[src/rtl/buf_uart_pkg.sv]
// Shared types and default constants for the buffered UART transmitter.
package buf_uart_pkg;

  localparam int CLKS_PER_BIT_DEF = 16;
  localparam int RD_LAT_DEF       = 2;

  typedef logic [7:0] byte_t;

  typedef enum logic [2:0] {
    ST_IDLE  = 3'd0,
    ST_REQ   = 3'd1,
    ST_WAIT  = 3'd2,
    ST_START = 3'd3,
    ST_DATA  = 3'd4,
    ST_PAR   = 3'd5,
    ST_STOP  = 3'd6
  } state_t;

endpackage

[src/rtl/buf_uart_baud.sv]
// Bit-period timer: counts CLKS_PER_BIT cycles while run is high and
// emits a one-cycle bit_tick on the last cycle of each bit period.
module buf_uart_baud
  import buf_uart_pkg::*;
#(
  parameter int CLKS_PER_BIT = CLKS_PER_BIT_DEF
) (
  input  logic CLK,
  input  logic RST,
  input  logic run,
  output logic bit_tick
);

  localparam int CW = $clog2(CLKS_PER_BIT);
  localparam logic [CW-1:0] LAST = CW'(CLKS_PER_BIT - 1);

  logic [CW-1:0] cnt;

  assign bit_tick = run && (cnt == LAST);

  // Counter reloads at every bit boundary and is held at zero between frames
  always_ff @(posedge CLK or negedge RST) begin
    if (!RST) begin
      cnt <= '0;
    end else if (!run || bit_tick) begin
      cnt <= '0;
    end else begin
      cnt <= cnt + 1'b1;
    end
  end

endmodule

[src/rtl/buf_uart_tx.sv]
// Drains bytes from an upstream buffer (REN strobe, RD_LAT read latency)
// and sends each as an 8N1 UART frame on TXD.
// Optional even parity bit: define BUF_UART_TX_PARITY_EN.
module buf_uart_tx
  import buf_uart_pkg::*;
#(
  parameter int CLKS_PER_BIT = CLKS_PER_BIT_DEF,
  parameter int RD_LAT       = RD_LAT_DEF
) (
  input  logic       CLK,
  input  logic       RST,
  input  logic       EN,
  input  logic       EMPTY,
  input  logic [7:0] IN,
  output logic       REN,
  output logic       TXD,
  output logic       BUSY,
  output logic       DONE,
  output logic [7:0] TX_CNT
);

  state_t     state;
  state_t     state_nx;
  byte_t      sr;
  logic [2:0] idx;
  logic [1:0] wcnt;
  logic       bit_tick;
  logic       run;
`ifdef BUF_UART_TX_PARITY_EN
  logic       par;
`endif

  assign run = (state == ST_START) || (state == ST_DATA) ||
               (state == ST_PAR)   || (state == ST_STOP);

  buf_uart_baud #(
    .CLKS_PER_BIT(CLKS_PER_BIT)
  ) u_baud (
    .CLK     (CLK),
    .RST     (RST),
    .run     (run),
    .bit_tick(bit_tick)
  );

  // Next-state logic; EMPTY and EN only matter when leaving IDLE
  always_comb begin
    state_nx = state;
    case (state)
      ST_IDLE:  if (EN && !EMPTY) state_nx = ST_REQ;
      ST_REQ:   state_nx = ST_WAIT;
      ST_WAIT:  if (wcnt == 2'd0) state_nx = ST_START;
      ST_START: if (bit_tick) state_nx = ST_DATA;
`ifdef BUF_UART_TX_PARITY_EN
      ST_DATA:  if (bit_tick && (idx == 3'd7)) state_nx = ST_PAR;
      ST_PAR:   if (bit_tick) state_nx = ST_STOP;
`else
      ST_DATA:  if (bit_tick && (idx == 3'd7)) state_nx = ST_STOP;
`endif
      ST_STOP:  if (bit_tick) state_nx = ST_IDLE;
      default:  state_nx = ST_IDLE;
    endcase
  end

  // State register
  always_ff @(posedge CLK or negedge RST) begin
    if (!RST) begin
      state <= ST_IDLE;
    end else begin
      state <= state_nx;
    end
  end

  // Read-latency wait, byte capture, LSB-first shifting and frame counting
  always_ff @(posedge CLK or negedge RST) begin
    if (!RST) begin
      sr     <= '0;
      idx    <= '0;
      wcnt   <= '0;
      TX_CNT <= '0;
`ifdef BUF_UART_TX_PARITY_EN
      par    <= 1'b0;
`endif
    end else begin
      case (state)
        ST_REQ: wcnt <= 2'(RD_LAT - 1);
        ST_WAIT: begin
          if (wcnt == 2'd0) begin
            sr  <= IN;
            idx <= '0;
`ifdef BUF_UART_TX_PARITY_EN
            par <= ^IN;
`endif
          end else begin
            wcnt <= wcnt - 1'b1;
          end
        end
        ST_DATA: begin
          if (bit_tick) begin
            sr  <= {1'b0, sr[7:1]};
            idx <= idx + 1'b1;
          end
        end
        ST_STOP: if (bit_tick) TX_CNT <= TX_CNT + 1'b1;
        default: ;
      endcase
    end
  end

  // Serial line decode; idle, stop and reset all hold the line high
  always_comb begin
    TXD = 1'b1;
    case (state)
      ST_START: TXD = 1'b0;
      ST_DATA:  TXD = sr[0];
`ifdef BUF_UART_TX_PARITY_EN
      ST_PAR:   TXD = par;
`endif
      default:  TXD = 1'b1;
    endcase
  end

  assign REN  = (state == ST_REQ);
  assign BUSY = (state != ST_IDLE);
  assign DONE = (state == ST_STOP) && bit_tick;

endmodule

[config.mk]
export PLATFORM = sky130hd
export DESIGN_NAME = buf_uart_tx
export DESIGN_NICKNAME = d
export VERILOG_FILES = /design/src/rtl/buf_uart_pkg.sv /design/src/rtl/buf_uart_baud.sv /design/src/rtl/buf_uart_tx.sv
export SDC_FILE = /design/constraint.sdc
export NUM_CORES = 1
export LEC_CHECK = 0
export ABC_AREA = 1
export ABC_CLOCK_PERIOD_IN_PS = 2820
export CAP_MARGIN = 10
export CORE_MARGIN = 2
export CORE_UTILIZATION = 57
export CTS_CLUSTER_DIAMETER = 60
export CTS_CLUSTER_SIZE = 24
export DETAILED_ROUTE_END_ITERATION = 16
export GPL_ROUTABILITY_DRIVEN = 0
export GPL_TIMING_DRIVEN = 0
export PLACE_DENSITY = 0.92
export SLEW_MARGIN = 20
export SYNTH_ARGS = -nofsm -noshare
export SYNTH_HDL_FRONTEND = slang
export SYNTH_SLANG_ARGS = --single-unit
export TNS_END_PERCENT = 10
[constraint.sdc]
create_clock -name CLK -period 2.82 [get_ports CLK]
set_input_delay 0.564 -clock CLK [delete_from_list [all_inputs] [get_ports CLK]]
set_output_delay 0.564 -clock CLK [all_outputs]
set_load 0.02 [all_outputs]
# Word level (Yosys, flattened, before mapping)
# Index checks and enable logic that the tools add are counted.
op_classes:
  n_reduce_logical: 19
  muxes: 16
  add_sub_neg: 4
  n_eq_ne: 15
op_table:
  columns: ["operator", "n"]
  rows:
  - ["3-bit 2-to-1 mux", 7]
  - ["3-bit case mux with 6 select lines", 1]
  - ["8-bit 2-to-1 mux", 2]
  - ["8-bit case mux with 2 select lines", 1]
  - ["3-bit equality test, second input constant", 4]
  - ["2-bit != test, second input constant", 6]
  - ["8-bit by 1-bit adder with 8-bit output, second input constant", 1]
  - ["3-bit by 2-bit equality test with 1-bit output, second input constant", 2]
  - ["3-bit case mux with 2 select lines", 1]
  - ["5-bit AND reduction", 1]
  - ["4-bit by 1-bit adder with 4-bit output, second input constant", 1]
  - ["4-bit equality test, second input constant", 1]
  - ["1-bit logical AND", 4]
  - ["1-bit logical OR", 4]
  - ["4-bit 2-to-1 mux", 1]
  - ["2-bit case mux with 2 select lines", 1]
  - ["2-bit AND reduction", 2]
  - ["2-bit nonzero test", 2]
  - ["3-bit by 1-bit adder with 3-bit output, second input constant", 1]
  - ["3-bit by 1-bit equality test with 1-bit output, second input constant", 1]
  - ["3-bit logical NOT", 1]
  - ["3-bit AND reduction", 1]
  - ["3-bit nonzero test", 1]
  - ["1-bit logical NOT", 2]
  - ["5 further kinds", 5]
totals:
  out_inout_bits: 12
  reg_bits: 28
  inputBits: 12

# Longest topological paths before layout
depth:
  ltp_word: 8
  ltp_mapped: 9

# Modules after synthesis
# A second synthesis with hierarchy kept.
unflattened:
  cells_unflattened: 192
  area_unflattened_um2: 1529.0
modules_own_cells:
  columns: ["module", "area_each_um2", "cells_per_inst", "n_inst"]
  rows:
  - ["buf_uart_tx", 1341.3, 173, 1]
  - ["buf_uart_baud", 187.7, 19, 1]

# Worst setup path after synthesis
# OpenSTA, ideal clock, no wires.
synth_timing:
  kind: "register to output"
  start: "register state[1]"
  end: "output port TXD"
  required_ns: 2.256
  path_stages_with_launch: 6
  slack_ns: 1.223
  t_arrival_ns: 1.033
  path_buffers: 2
  path_cell_list: "dfrtp_1 > buf_6 > nor2_4 > buf_2 > nand3_1 > nand2_1"
synth_between:
  elab_chain_cells: 2
  word_cells_on_any_way: 3
synth_lines:
  columns: ["item", "line_no", "source"]
  rows:
  - ["from (decl)", "buf_uart_tx.sv:22", "state_t state;"]
  - ["from (signal assigned)", "buf_uart_tx.sv:69", "state <= state_nx;"]
  - ["3-bit equality test or 3-bit by 2-bit equality test with 1-bit output (tied branches)", "buf_uart_tx.sv:112", "case (state)"]
  - ["1-bit case mux with 2 select lines *", "buf_uart_tx.sv:112", null]
  - ["to (decl)", "buf_uart_tx.sv:16", "output logic TXD,"]
# Mark *: on every way between the ends. The rest lies on a longest branch, timed or not.

# Final worst setup path
layout_timing:
  start: "register u_baud.cnt[0]"
  end: "output port DONE"
layout_between:
  elab_chain_cells: 3
layout_lines:
  columns: ["item", "line_no", "source"]
  rows:
  - ["from (decl)", "buf_uart_baud.sv:17", "logic [CW-1:0] cnt;"]
  - ["from (signal assigned)", "buf_uart_baud.sv:28", "cnt <= cnt + 1'b1;"]
  - ["4-bit equality test", "buf_uart_baud.sv:19", "assign bit_tick = run && (cnt == LAST);"]
  - ["1-bit logical AND", "buf_uart_baud.sv:19", null]
  - ["1-bit logical AND", "buf_uart_tx.sv:124", "assign DONE = (state == ST_STOP) && bit_tick;"]
  - ["to (decl)", "buf_uart_tx.sv:18", "output logic DONE,"]
# No other way between the ends.

==> flow_metrics.tcl <==
set metrics [dict create \
    period_share_pct 94.71 \
    clock_latency_ns 0.34 \
    p_per_area_mw_per_mm2 373.8 \
    power_leakage_nw 1.040 \
    path_cells "ha_1 > nand3_2 > nor2_4 > clkdlybuf4s50_1" \
    instances_no_fill 270 \
    final_area_sq_mm 0.001907 \
    htreeDepth 1 \
    status "finished clean" \
    holdWs_ns 0.2063 \
    slowest_stage "clkdlybuf4s50_1" \
    area_delta_synth_final_pct 19.91 \
    nets 257 \
    grt.overflow.total 0 \
    fin_ws_ns 0.1492 \
    ir_worst_vdd_v 0.0003368 \
    drive_gt1_share_pct 7.531 \
    startpoint_type "flop" \
    synthAdderAreaFrac_pct 3.934 \
    clockBufferDepth 2 \
    grt_usage_pct 20.97 \
    critPathMaxFanout 10 \
    io_buffers 23 \
    min_period_ns 2.671 \
    drc 0 \
    core_area_sq_mm 0.002710 \
    clk_transition_reported_paths_ns 0.16 \
    synth-seq-cells 28 \
    r2r_end "sr[6]$_DFFE_PN0P_" \
    place_ws_ns 0.5111 \
    rrSetupSlack_ns 1.22 \
    drv_slew 0 \
    grt_max_degree 29 \
    hpwl_um 2180 \
    setup_violations 0 \
    dp_cells 266 \
    reg2reg_depth 7 \
    start_util_pct 58.68 \
    critPathArrivalTime_ns 2.11 \
    synth_xor_area_share_pct 2.754 \
    antenna_found_initial 0 \
    reg2reg_from "u_baud.cnt[0]$_DFF_PN0_" \
    synth_compound_area_share_pct 2.675 \
    cp-end-kind "primary output" \
    io_pins 24 \
    viasPerCell 5.344 \
    rsz0062_at_grt "false" \
    wl_um 3107 \
    maxCapViolCount 0 \
    synthMuxAreaShare_pct 0 \
    critPathBufInv 1 \
    syn_area_per_cell_sq_um 7.501 \
    fmax_mhz 374.4 \
    ys_types 20 \
    ctsResizeCount 0 \
    place_area_sq_mm 0.001854 \
    synth_top_family_by_area "simple AND/OR/NAND/NOR gates" \
    endpoint "DONE" \
    hold_class "in2async" \
    cts.sink_count 28 \
    fin_skew_ns 0.01232 \
    synthCells 212 \
    seq_area_frac_synth_pct 44.06 \
    drtIter0Drc 57 \
    cts_tree "done" \
    setup-tns-final_ns 0 \
    num_vias 1443 \
    ant_nets 0 \
    critical_path.top_delay_family "buffers and inverters" \
    critPathMaxStageDelay_ns 0.66 \
    root_buffer "clkbuf_4" \
    yosysWarnings 0 \
    wl_per_cell_um 11.51 \
    tightest_slew_ns 0.6051 \
    diodes 0 \
    cp_data_required_time_ns 2.26 \
    grt_pass1_vias 1307 \
    fp.dieW_um 56.82 \
    syn-cell-area_sq_mm 0.001590 \
    synth-simple-area-share_pct 37.61 \
    cts_buffers 3 \
    path_class "reg2out" \
    max_slew_margin_pct 59.66 \
    finalHoldViolCount 0 \
    crit_cells 4 \
    cts_setup_buffers 0 \
    die_area_sq_mm 0.003229 \
    die_h_um 56.82 \
    synthesis.nets 229 \
    drtPass1Iterations 4 \
    final_util_pct 70.36 \
    startpoint "u_baud.cnt[0]$_DFF_PN0_" \
    grt_pass1_wl_um 5430 \
    row_count 19 \
    power_mw 0.7128 \
]
state kept, by name, indices dropped and copies added, names as in the netlist:
signal,flops
TX_CNT,8
sr,8
u_baud.cnt,4
wcnt,2
state,3
idx,3
metal layers:
layer / track usage, % / up-vias / part of all wire (%)
met5: 0 / - / 0
met3: 2.074 / 6 / 4.2
met4: 7.973 / 0 / 1.4
li1: - / 717 / -
met1: 26.39 / 678 / 43
met2: 37.04 / 42 / 51
cell type report:
class,instances,area [sq um]
sequential,28,700.7
buffer,6,45.04
timing repair buffer,23,225.2
tap,31,38.79
clock inverter,1,30.03
inverter,26,97.59
multi-input combinational,152,747.0
clock buffer,3,22.52
fill,238,803.3
repair_timing:
action                                  4_1_cts  5_1_grt
hold endpoints to repair                      0        0
hold buffers                                  0        0
endpoints found under the setup margin        0        1
Yosys cell counts (all sizes together):
library cell	count	share of area, %
nor2	10	3.3
o22ai	1	0.39
ha	5	3.9
buf	6	2.8
inv	26	6.1
nand3	29	9.8
dfrtp	28	44
xor2	3	1.7
nand2	91	22
xnor2	2	1.1
o21ai	5	2.3
nand4	5	2.0
nand3b	1	0.47
placed cells by master, fill, tap and decap left out:
cell type and instances:
nand2_1 89, dfrtp_1 28, nand3_1 27, inv_1 26, clkdlybuf4s50_1 22, nor2_1 8, nand4_1 5, ha_1 5
o21ai_0 4, buf_2 4, xor2_1 3, clkbuf_4 3, buf_6 2, nor2_4 2, xnor2_1 2, nand3_2 2
nand2_2 1, o21ai_4 1, nand2_4 1, buf_4 1, nand3b_1 1, o22ai_1 1, bufinv_16 1
logic make-up (layout without fill, tap and decap cells):
kind of cell,after synthesis,count (layout)
and+or+nand+nor,136,136
AOI/OAI and AO/OA,6,6
DFF,28,28
buffers and inverters,32,59
xor gates and xnor gates,5,5
adders and majority gates,5,5
report_power, final:
group          internal (mW)  total [mW]  switching [mW]
sequential             0.407       0.410         0.00300
combinational         0.0187      0.0344          0.0157
clock                  0.144       0.269           0.125
worst min path at each step:
stage,start,to,slack (ns),cells past startpoint
finish,RST,TX_CNT[6]$_DFFE_PN0P_,0.21,1
global route,RST,TX_CNT[2]$_DFFE_PN0P_,0.26,1
CTS,RST,TX_CNT[2]$_DFFE_PN0P_,0.23,1
detailed placement,u_baud.cnt[0]$_DFF_PN0_,u_baud.cnt[0]$_DFF_PN0_,0.46,1
global placement,u_baud.cnt[0]$_DFF_PN0_,u_baud.cnt[0]$_DFF_PN0_,0.45,1
floorplan,RST,TX_CNT[0]$_DFFE_PN0P_,0.27,0
Power figures use the tool's default switching activity.
